$ cat src/rtl/serial_subtractor_8bit.sv
// Bit-serial subtractor: one full-subtractor slice iterated LSB first, computing
// a - b - bin over WIDTH clocks behind a start/busy/done handshake.
module serial_subtractor_8bit #(
  parameter int WIDTH = 8,
  parameter int CNT_W = 3
) (
  input  logic             clk,
  input  logic             rst,
  input  logic             start,
  input  logic [WIDTH-1:0] a,
  input  logic [WIDTH-1:0] b,
  input  logic             bin,
  output logic [WIDTH-1:0] diff,
  output logic             bout,
  output logic             busy,
  output logic             done
);

  // state | meaning
  // IDLE  | waiting for start; diff/bout hold the last result
  // RUN   | one bit of the difference produced per clock, LSB first
  localparam logic [0:0] IDLE = 1'b0;
  localparam logic [0:0] RUN  = 1'b1;

  logic [0:0]       state_q, state_d;
  logic [WIDTH-1:0] a_sr_q, a_sr_d;
  logic [WIDTH-1:0] b_sr_q, b_sr_d;
  logic [WIDTH-1:0] r_sr_q, r_sr_d;
  logic             brw_q, brw_d;
  logic [CNT_W-1:0] cnt_q, cnt_d;
  logic [WIDTH-1:0] diff_q, diff_d;
  logic             bout_q, bout_d;
  logic             busy_q, busy_d;
  logic             done_q, done_d;
  logic             bit_d;
  logic             brw_nxt;

  always_comb begin
    state_d = state_q;
    a_sr_d  = a_sr_q;
    b_sr_d  = b_sr_q;
    r_sr_d  = r_sr_q;
    brw_d   = brw_q;
    cnt_d   = cnt_q;
    diff_d  = diff_q;
    bout_d  = bout_q;
    busy_d  = busy_q;
    done_d  = 1'b0;
    bit_d   = a_sr_q[0] ^ b_sr_q[0] ^ brw_q;
    brw_nxt = (~a_sr_q[0] & b_sr_q[0]) | (~(a_sr_q[0] ^ b_sr_q[0]) & brw_q);

    case (state_q)
      IDLE: begin
        if (start) begin
          a_sr_d  = a;
          b_sr_d  = b;
          brw_d   = bin;
          cnt_d   = '0;
          busy_d  = 1'b1;
          state_d = RUN;
        end
      end
      RUN: begin
        a_sr_d = a_sr_q >> 1;
        b_sr_d = b_sr_q >> 1;
        r_sr_d = {bit_d, r_sr_q[WIDTH-1:1]};
        brw_d  = brw_nxt;
        cnt_d  = cnt_q + CNT_W'(1);
        // Last slice: publish the finished word together with the final borrow
        if (cnt_q == CNT_W'(WIDTH - 1)) begin
          diff_d  = {bit_d, r_sr_q[WIDTH-1:1]};
          bout_d  = brw_nxt;
          done_d  = 1'b1;
          busy_d  = 1'b0;
          state_d = IDLE;
        end
      end
      default: state_d = IDLE;
    endcase
  end

  always_ff @(posedge clk or posedge rst) begin
    if (rst) begin
      state_q <= IDLE;
      a_sr_q  <= '0;
      b_sr_q  <= '0;
      r_sr_q  <= '0;
      brw_q   <= 1'b0;
      cnt_q   <= '0;
      diff_q  <= '0;
      bout_q  <= 1'b0;
      busy_q  <= 1'b0;
      done_q  <= 1'b0;
    end else begin
      state_q <= state_d;
      a_sr_q  <= a_sr_d;
      b_sr_q  <= b_sr_d;
      r_sr_q  <= r_sr_d;
      brw_q   <= brw_d;
      cnt_q   <= cnt_d;
      diff_q  <= diff_d;
      bout_q  <= bout_d;
      busy_q  <= busy_d;
      done_q  <= done_d;
    end
  end

  assign diff = diff_q;
  assign bout = bout_q;
  assign busy = busy_q;
  assign done = done_q;

endmodule

$ cat config.mk
export PLATFORM = sky130hd
export DESIGN_NAME = serial_subtractor_8bit
export DESIGN_NICKNAME = d
export VERILOG_FILES = /design/src/rtl/serial_subtractor_8bit.sv
export SDC_FILE = /design/constraint.sdc
export NUM_CORES = 1
export LEC_CHECK = 0
export ABC_AREA = 0
export CORE_ASPECT_RATIO = 1.1
export CORE_MARGIN = 4
export CORE_UTILIZATION = 51
export DETAILED_ROUTE_END_ITERATION = 10
export GPL_ROUTABILITY_DRIVEN = 0
export PLACE_DENSITY = 0.78
export SLEW_MARGIN = 0
export SYNTH_ARGS = -nofsm -noshare
export SYNTH_HDL_FRONTEND = slang
export SYNTH_SLANG_ARGS = --single-unit
$ cat constraint.sdc
create_clock -name clk -period 1.8 [get_ports clk]
set_input_delay 0.18 -clock clk [delete_from_list [all_inputs] [get_ports clk]]
set_output_delay 0.18 -clock clk [all_outputs]
set_load 0.01 [all_outputs]
==> impl_metrics.json, run 1 <==
{
  "status": "completed",
  "worstSetupEndpointType": "flop",
  "yosysMostFrequentCell": "dfrtp_1",
  "drv_cap": 0,
  "fmax_ghz": 0.669,
  "leakage_nw": 0.997,
  "worstPathArrival_ps": 1720,
  "ys_warn_count": 0,
  "initial_core_util_pct": 54.4,
  "cts.clk_slew.worst_paths_ps": 100,
  "synth_common_cells": "dfrtp_1 (39), mux2i_1 (18), nand2_1 (16), o21ai_0 (14), mux2_4 (8)",
  "post_cts_resized": 0,
  "post-place-ws_ps": 308,
  "drtIter0Drc": 30,
  "vias": 1047,
  "firstDrtPassIters": 4,
  "fp.coreArea_mm2": 0.00310,
  "cts_buffer_depth": 2,
  "cts_num_sinks": 39,
  "cp-start-kind": "flop",
  "synth_cell_types": 21,
  "cp.required_ps": 2030,
  "netlist.area_leader.share_pct": 57.8,
  "final_layout_size_suffix_gt1_share_pct": 16.4,
  "synth_area_leader_cell": "dfrtp_1",
  "worst_pin_slew_ps": 465,
  "synth_flop_cell": "dfrtp_1",
  "cts_hold_buffers": 0,
  "design_area_mm2": 0.00208,
  "multiInputGateArea_um2": 648,
  "grt_pass1_vias": 1073,
  "drc": 0,
  "grt_setup_unrepaired": "no",
  "hp-class": "in2async",
  "synth_fp_nets": 155,
  "antenna_cells": 0,
  "area_growth_pct": 23.5,
  "clkLatencyLatePin_ps": 330,
  "synthTopCellsByArea": "dfrtp_1 (58%), mux2i_1 (11%), mux2_4 (7.1%), mux2_2 (4.7%), o21ai_0 (4.2%)",
  "synth-seq-cells": 39,
  "antenna_found_initial": 0,
  "io_buffers": 30,
  "setup_viol": 0,
  "regArea_um2": 976,
  "fin_crit_ps": 1490,
  "synth_cells": 131,
  "fin_cells": 199,
  "grt_use_total_pct": 14.6,
  "clock-root-buffer": "clkbuf_4",
  "nNetsFinal": 189,
  "dpl.cell_count": 192,
  "hold_viol_final": 0,
  "startpoint": "cnt_q[0]",
  "dp_hpwl_um": 1970,
  "cts_tree": "yes",
  "totalWireLength_um": 2700,
  "cts_buffers": 5,
  "reg2reg_from": "cnt_q[0]",
  "path_class": "reg2reg",
  "timing.setup.tns_ps": 0,
  "grt_pass1_wl_um": 4690,
  "die_area_mm2": 0.00429,
  "fin_ws_ps": 306,
  "r2r_slack_ps": 310,
  "total_power_w": 0.00326,
  "fp.dieW_um": 62.9,
  "ys_async_sr_fraction_pct": 100,
  "boundaryPins": 31,
  "slew_headroom_pct": 69.0,
  "rows": 21,
  "clock_skew_ps": 4.35,
  "critical_path_peak_fanout": 9,
  "fillers": 256,
  "drt-wirelength-per-cell_um": 13.6,
  "cts_max_level": 2,
  "ant_nets": 0,
  "finalCritPeriodShare_pct": 83.0,
  "cts_setup_buffers": 0,
  "die_h_um": 68.3,
  "vias_per_cell": 5.26,
  "syn_avg_cell_area_um2": 12.9,
  "cellPowerDensity_mw_per_mm2": 1560,
  "grt_start_max_net_pins": 40,
  "synth_edf_count": 0,
  "placed_area_mm2": 0.00203,
  "irDropWorstVdd_v": 0.000633,
  "netlist_area_mm2": 0.00169,
  "grt_overflow": 0,
  "synth_seq_area_share_pct": 57.8,
  "finalMaxSlewViolations": 0
}
-- area by class of cell --
class,count,share of cell area (%)
sequential,39,46.8
clock buffer,6,2.46
timing repair buffer,34,16.4
inverter,5,0.900
clock inverter,1,0.240
tap,34,2.04
multi-input combinational,80,31.1
-- per-stage QoR --
step	hold WS (ps)	utilization, %
finish	239	67.2
global route	258	67.2
global placement	447	65.4
CTS	238	67.2
detailed placement	474	65.4
floorplan	336	-
-- critical path, cell delays in order (launching register included) --
cell and delay [ps]:
dfrtp_1 400, ha_1 220, ha_1 260, nand2_4 190, mux2_4 320
-- metal layers --
metal / GRT usage (%) / part of all wire (%) / vias to the layer above
li1: - / - / 517
met1: 15.0 / 43 / 496
met2: 26.6 / 50 / 27
met3: 4.27 / 4.3 / 7
met4: 9.09 / 2.7 / 0
met5: 0 / 0 / -
-- state kept, by name, indices dropped and copies added (netlist names) --
| register | count |
|---|---|
| a_sr_q | 8 |
| b_sr_q | 8 |
| bout | 1 |
| brw_q | 1 |
| busy | 1 |
| cnt_q | 3 |
| diff | 8 |
| done | 1 |
| r_sr_q | 7 |
| state_q | 1 |
-- layout by cell type, fill, tap and decap left out, drive strengths merged --
master         count
buf                4
mux2i             18
fa                 1
nand2             17
o21ai             16
clkinv             1
clkbuf             6
ha                 3
inv                5
or3b               1
a22o               2
clkdlybuf4s50     30
nor2               3
a21oi              2
a31oi              1
nand2b             1
mux2              15
dfrtp             39
-- final timing paths --
check | to | cells past startpoint
setup / recovery | diff[4] | 4
hold / removal | diff[0] | 3
setup reg to reg | diff[4] | 4
hold reg to reg | cnt_q[0] | 1
max in group asynchronous | cnt_q[2] | 3
min in group clk | b_sr_q[7] | 3
-- where the power goes --
| part | switching (W) | internal [W] | leakage [nW] | total [W] |
|---|---|---|---|---|
| clock network | 0.000254 | 0.000181 | 0.0341 | 0.000435 |
| registers | 0.000246 | 0.00126 | 0.486 | 0.00151 |
| logic | 0.000531 | 0.000779 | 0.477 | 0.00131 |
| total | 0.00103 | 0.00222 | 0.997 | 0.00326 |
-- logic make-up after synthesis --
family	share of synthesized area [%]
multiplexers	22.5
AO/OA/AOI/OAI	6.75
AND/OR/NAND/NOR	5.78
flip-flops	57.8
buffers and inverters	3.78
adder cells (fa/ha/maj)	3.41
Power figures use the tool's default switching activity.
==> inputs of run 2 (changes only) <==
- clock period: 1.8 -> 1.4 ns (I/O delays scaled with it)
==> run 2 against run 1 <==
Against the previous run: sequential power up 30%; setup slack worse by 240 ps; worst hold slack worse by 110 ps; count of clock-buffer cells in the layout unchanged; design area up 4.7%; cell count up 2.5%; register-to-register slack worse by 240 ps; via count up 3.2%; first-iteration DRC count unchanged; global-route usage up 0.56 points; critical endpoint is now diff[5]; highest routed layer unchanged.
==> impl_metrics.json, run 2 (same netlist as run 1, synthesis figures left out) <==
{
  "critical_path_peak_fanout": 5,
  "placed_area_mm2": 0.00206,
  "nNetsFinal": 193,
  "fillers": 232,
  "worst_pin_slew_ps": 266,
  "cts_max_level": 2,
  "grt_setup_unrepaired": "no",
  "internal_power_w": 0.00316,
  "boundaryPins": 31,
  "final_layout_size_suffix_gt1_share_pct": 20.0,
  "vias": 1080,
  "post-place-ws_ps": -38.1,
  "cellPowerDensity_mw_per_mm2": 2080,
  "switchingPower_w": 0.00139,
  "clock_skew_ps": 10.9,
  "cts_hold_buffers": 0,
  "drt-wirelength-per-cell_um": 13.9,
  "fin_crit_ps": 1330,
  "die_area_mm2": 0.00429,
  "firstDrtPassIters": 4,
  "comb_power_share_pct": 36.6,
  "worst-path-buf-inv": 0,
  "design_area_mm2": 0.00218,
  "cts_buffers": 5,
  "die_h_um": 68.3,
  "slowest_stage": "dfrtp_1",
  "vias_per_cell": 5.29,
  "totalWireLength_um": 2840,
  "setup_viol": 0,
  "swShare_pct": 30.6,
  "worstSetupEndpointType": "flop",
  "grt_pass1_vias": 1098,
  "io_buffers": 30,
  "fin_ws_ps": 66.2,
  "drtIter0Drc": 30,
  "path_class": "reg2reg",
  "slew_headroom_pct": 82.2,
  "drc": 0,
  "clock-root-buffer": "clkbuf_4",
  "area_growth_pct": 29.3,
  "dp_hpwl_um": 2030,
  "cts_buffer_depth": 2,
  "worstRegToRegCells": 4,
  "initial_core_util_pct": 54.4,
  "grt_start_max_net_pins": 40,
  "finalMaxSlewViolations": 0,
  "ant_nets": 0,
  "cp_slowest_stage_delay_ps": 410,
  "hold_viol_final": 0,
  "total_power_w": 0.00455,
  "antenna_cells": 0,
  "rows": 21,
  "cts_num_sinks": 39,
  "finalCritPeriodShare_pct": 95.3,
  "cp.required_ps": 1640,
  "antenna_found_initial": 0,
  "worstPathArrival_ps": 1570,
  "cts.clk_slew.worst_paths_ps": 120,
  "cp-start-kind": "flop",
  "irDropWorstVdd_v": 0.00119,
  "grt_overflow": 0,
  "grt_use_total_pct": 15.1,
  "p_clk_share_pct": 20.2,
  "fp.coreArea_mm2": 0.00310,
  "status": "completed",
  "cpLargestDelayFamily": "flip-flops",
  "cp.depth": 4,
  "clkLatencyLatePin_ps": 340,
  "layout_commonest_cell": "dfrtp_1",
  "cts_tree": "yes",
  "grt_pass1_wl_um": 4890,
  "drv_cap": 0,
  "fmax_ghz": 0.750,
  "leakage_nw": 1.07,
  "seqPwrFrac_pct": 43.2,
  "fp.dieW_um": 62.9,
  "layout_common_cells": "dfrtp_1 (38), clkdlybuf4s50_1 (19), mux2i_1 (18)",
  "cp_cell_sequence": "ha_2 -> ha_4 -> nand2_4 -> mux2_4",
  "hp-class": "in2async"
}
==> run 2: cell count changes in the layout (fill, tap and decap cells not counted), sizes merged, moves of 2 or more <==
cell,delta
buf,+3
clkdlybuf4s50,-11
dlygate4sd2,+10
bufinv,+2
==> run 2: power groups by stage <==
stage / logic [W] / registers, W / clock network (W)
2_1_floorplan: 0.00112 / 0.00195 / 0
3_3_place_gp: 0.00169 / 0.00195 / 0
3_5_place_dp: 0.00175 / 0.00198 / 0
4_1_cts: 0.00170 / 0.00197 / 0.000934
5_1_grt: 0.00185 / 0.00204 / 0.000981
6_report: 0.00166 / 0.00197 / 0.000918
==> run 2: worst reg2reg max path, stage by stage, from the launching register on <==
cell and delay, ps:
dfrtp_1 410, ha_2 220, ha_4 190, nand2_4 120, mux2_4 310
==> run 2: repair_timing <==
item | CTS | global route
endpoints found under the hold margin | 0 | 0
gates cloned | 1 | 0
gates resized for setup | 14 | 2
endpoints found under the setup margin | 18 | 8
buffers inserted | 0 | 0
==> run 2: layer usage <==
layer	track usage (%)	vias to the layer above	part of all wire, %
met4	9.09	0	1.4
met5	0	-	0
met2	26.4	29	49
met1	16.5	519	43
met3	4.76	5	5.9
li1	-	527	-
==> run 2: cell type report <==
class	count	area, um2	share of cell area [%]
multi-input combinational	81	674	30.9
tap	34	42.5	1.95
clock inverter	2	60.1	2.75
clock buffer	6	41.3	1.89
inverter	5	18.8	0.860
timing repair buffer	37	368	16.9
sequential	39	977	44.8
==> run 2: per-stage QoR <==
step                      utilization (%)  cells  setup TNS (ps)  hold WS [ps]
after CTS                            70.3    204               0           127
final                                70.4    204               0           130
after global routing                 70.4    204               0           145
after detailed placement             66.5    195            -258           478
after floorplan                         -    131               0           296
after global placement               66.5    195               0           462
==> run 2: worst paths after layout <==
check                          start         to  slack [ps]
max                         cnt_q[0]    diff[5]          70
max reg2reg                 cnt_q[0]    diff[5]          70
min                              rst    diff[1]         130
min reg2reg                b_sr_q[2]  b_sr_q[1]         500
max in group asynchronous        rst    state_q        1070
min in group clk                b[6]  b_sr_q[6]         420
==> inputs of run 3 (changes only) <==
- PLACE_DENSITY: 0.78 -> 0.79
==> run 3 against run 2 <==
Against the previous run: critical path depth fell by 3; cell count did not move; register-to-register slack about the same; sequential power shrank 2%; power down 3.4%; routed wire length down 1.9%; worst hold slack got worse by 1.1 ps; first-iteration DRC count up 3.3%; die area stayed put; design area shrank 0.63%; count of clock-buffer cells in the layout shrank 1; highest routed layer unchanged.
==> impl_metrics.json, run 3 (same netlist as run 1, synthesis figures left out) <==
{
  "rows": 21,
  "fp.coreArea_mm2": 0.00310,
  "irDropWorstVdd_v": 0.000969,
  "cts_tree": "yes",
  "slew_headroom_pct": 86.2,
  "reg2reg_to": "diff[4]",
  "clock-root-buffer": "clkbuf_4",
  "path_class": "reg2out",
  "fin_crit_ps": 1340,
  "clkLatencyLatePin_ps": 330,
  "initial_core_util_pct": 54.4,
  "cts.clk_slew.worst_paths_ps": 120,
  "setup_viol": 0,
  "fmax_ghz": 0.747,
  "hold_viol_final": 0,
  "area_growth_pct": 28.5,
  "clock_skew_ps": 8.24,
  "reg2reg_from": "cnt_q[0]",
  "antenna_found_initial": 0,
  "totalWireLength_um": 2780,
  "layout_common_cells": "dfrtp_1 (39), clkdlybuf4s50_1 (20), mux2i_1 (18)",
  "grt_setup_unrepaired": "no",
  "die_area_mm2": 0.00429,
  "r2r_slack_ps": 70,
  "cp.required_ps": 1260,
  "die_h_um": 68.3,
  "drtIter0Drc": 31,
  "dp_hpwl_um": 2020,
  "cp-start-kind": "flop",
  "fin_cells": 204,
  "hp-class": "in2async",
  "hold-worst-slack_ps": 129,
  "io_buffers": 30,
  "finalCritPeriodShare_pct": 95.6,
  "slowest_stage": "clkdlybuf4s50_1",
  "worstRegToRegCells": 4,
  "cts_hold_buffers": 0,
  "antenna_cells": 0,
  "finalMaxSlewViolations": 0,
  "placed_area_mm2": 0.00206,
  "drt-wirelength-per-cell_um": 13.6,
  "timing.setup.tns_ps": 0,
  "cp_slowest_stage_delay_ps": 520,
  "grt_start_max_net_pins": 40,
  "drv_cap": 0,
  "worstSetupEndpointType": "primary output",
  "layout_commonest_cell": "dfrtp_1",
  "cts_num_sinks": 39,
  "firstDrtPassIters": 4,
  "worst-path-buf-inv": 1,
  "grt_overflow": 0,
  "dpl.cell_count": 195,
  "cpLargestDelayFamily": "buffers and inverters",
  "critical_path_peak_fanout": 1,
  "worst_pin_slew_ps": 207,
  "worstPathArrival_ps": 1200,
  "cts_buffers": 5,
  "cellPowerDensity_mw_per_mm2": 2030,
  "grt_pass1_vias": 1067,
  "cp_cell_sequence": "clkdlybuf4s50_1",
  "vias_per_cell": 5.16,
  "nNetsFinal": 193,
  "cts_buffer_depth": 2,
  "drc": 0,
  "status": "completed",
  "ant_nets": 0,
  "final_layout_size_suffix_gt1_share_pct": 20.0,
  "design_area_mm2": 0.00217,
  "leakage_nw": 1.07,
  "vias": 1053,
  "grt_use_total_pct": 14.5,
  "cts_max_level": 2,
  "cts_setup_buffers": 0,
  "boundaryPins": 31,
  "fp.dieW_um": 62.9,
  "grt_pass1_wl_um": 4870
}
run 3: cell types whose count changed in the layout (fill, tap and decap cells not counted):
cell / before / now
dlygate4sd2_1: 10 / 6
dlymetal6s2s_1: 1 / 4
bufinv_16: 2 / 1
clkbuf_1: 1 / 0
clkdlybuf4s50_1: 19 / 20
clkinv_2: 0 / 1
clkinv_4: 0 / 1
dfrtp_1: 38 / 39
dfrtp_2: 1 / 0
nand2_2: 0 / 1
nand2_4: 2 / 1
run 3: report_power, final:
group	total [W]	internal, W	switching (W)
clock	0.000740	0.000376	0.000364
sequential	0.00193	0.00162	0.000302
combinational	0.00173	0.00100	0.000728
total	0.00440	0.00300	0.00139
run 3: worst max-delay path by stage:
| stage | start | to | slack, ps | depth (start not counted) |
|---|---|---|---|---|
| after global routing | done | done | 4 | 1 |
| after floorplan | cnt_q[0] | diff[0] | 0.2 | 4 |
| after detailed placement | cnt_q[0] | diff[2] | -40 | 4 |
| final | done | done | 60 | 1 |
| after CTS | bout | bout | 1 | 1 |
| after global placement | cnt_q[0] | diff[0] | 10 | 4 |
run 3: area by class of cell:
type	count	area, um2
Clock buffer	5	37.5
Clock inverter	3	43.8
Fill cell	233	932
Inverter	5	18.8
Multi-Input combinational cell	81	669
Sequential cell	39	976
Tap cell	34	42.5
Timing Repair Buffer	37	380
run 3: per-stage QoR:
| step | setup slack, ps | util, % | power (W) |
|---|---|---|---|
| after global placement | 11.0 | 66.5 | 0.00363 |
| after floorplan | 0.231 | - | 0.00307 |
| final | 60.9 | 69.9 | 0.00440 |
| after global routing | 3.55 | 69.9 | 0.00474 |
| after detailed placement | -39.9 | 66.5 | 0.00374 |
| after CTS | 1.21 | 69.5 | 0.00446 |
run 3: metal layers:
metal,share of wire (%),routed length (um),GRT usage (%)
met5,0,0,0
met4,0.43,12,4.96
met3,5.1,141,4.43
met2,50,1400,24.6
met1,44,1230,17.8
run 3: timing repair:
item | 4_1_cts | 5_1_grt
endpoints found under the setup margin | 14 | 12
gates cloned | 1 | 0
pin swaps | 1 | 0
resized for setup | 8 | 5
endpoints found under the hold margin | 0 | 0
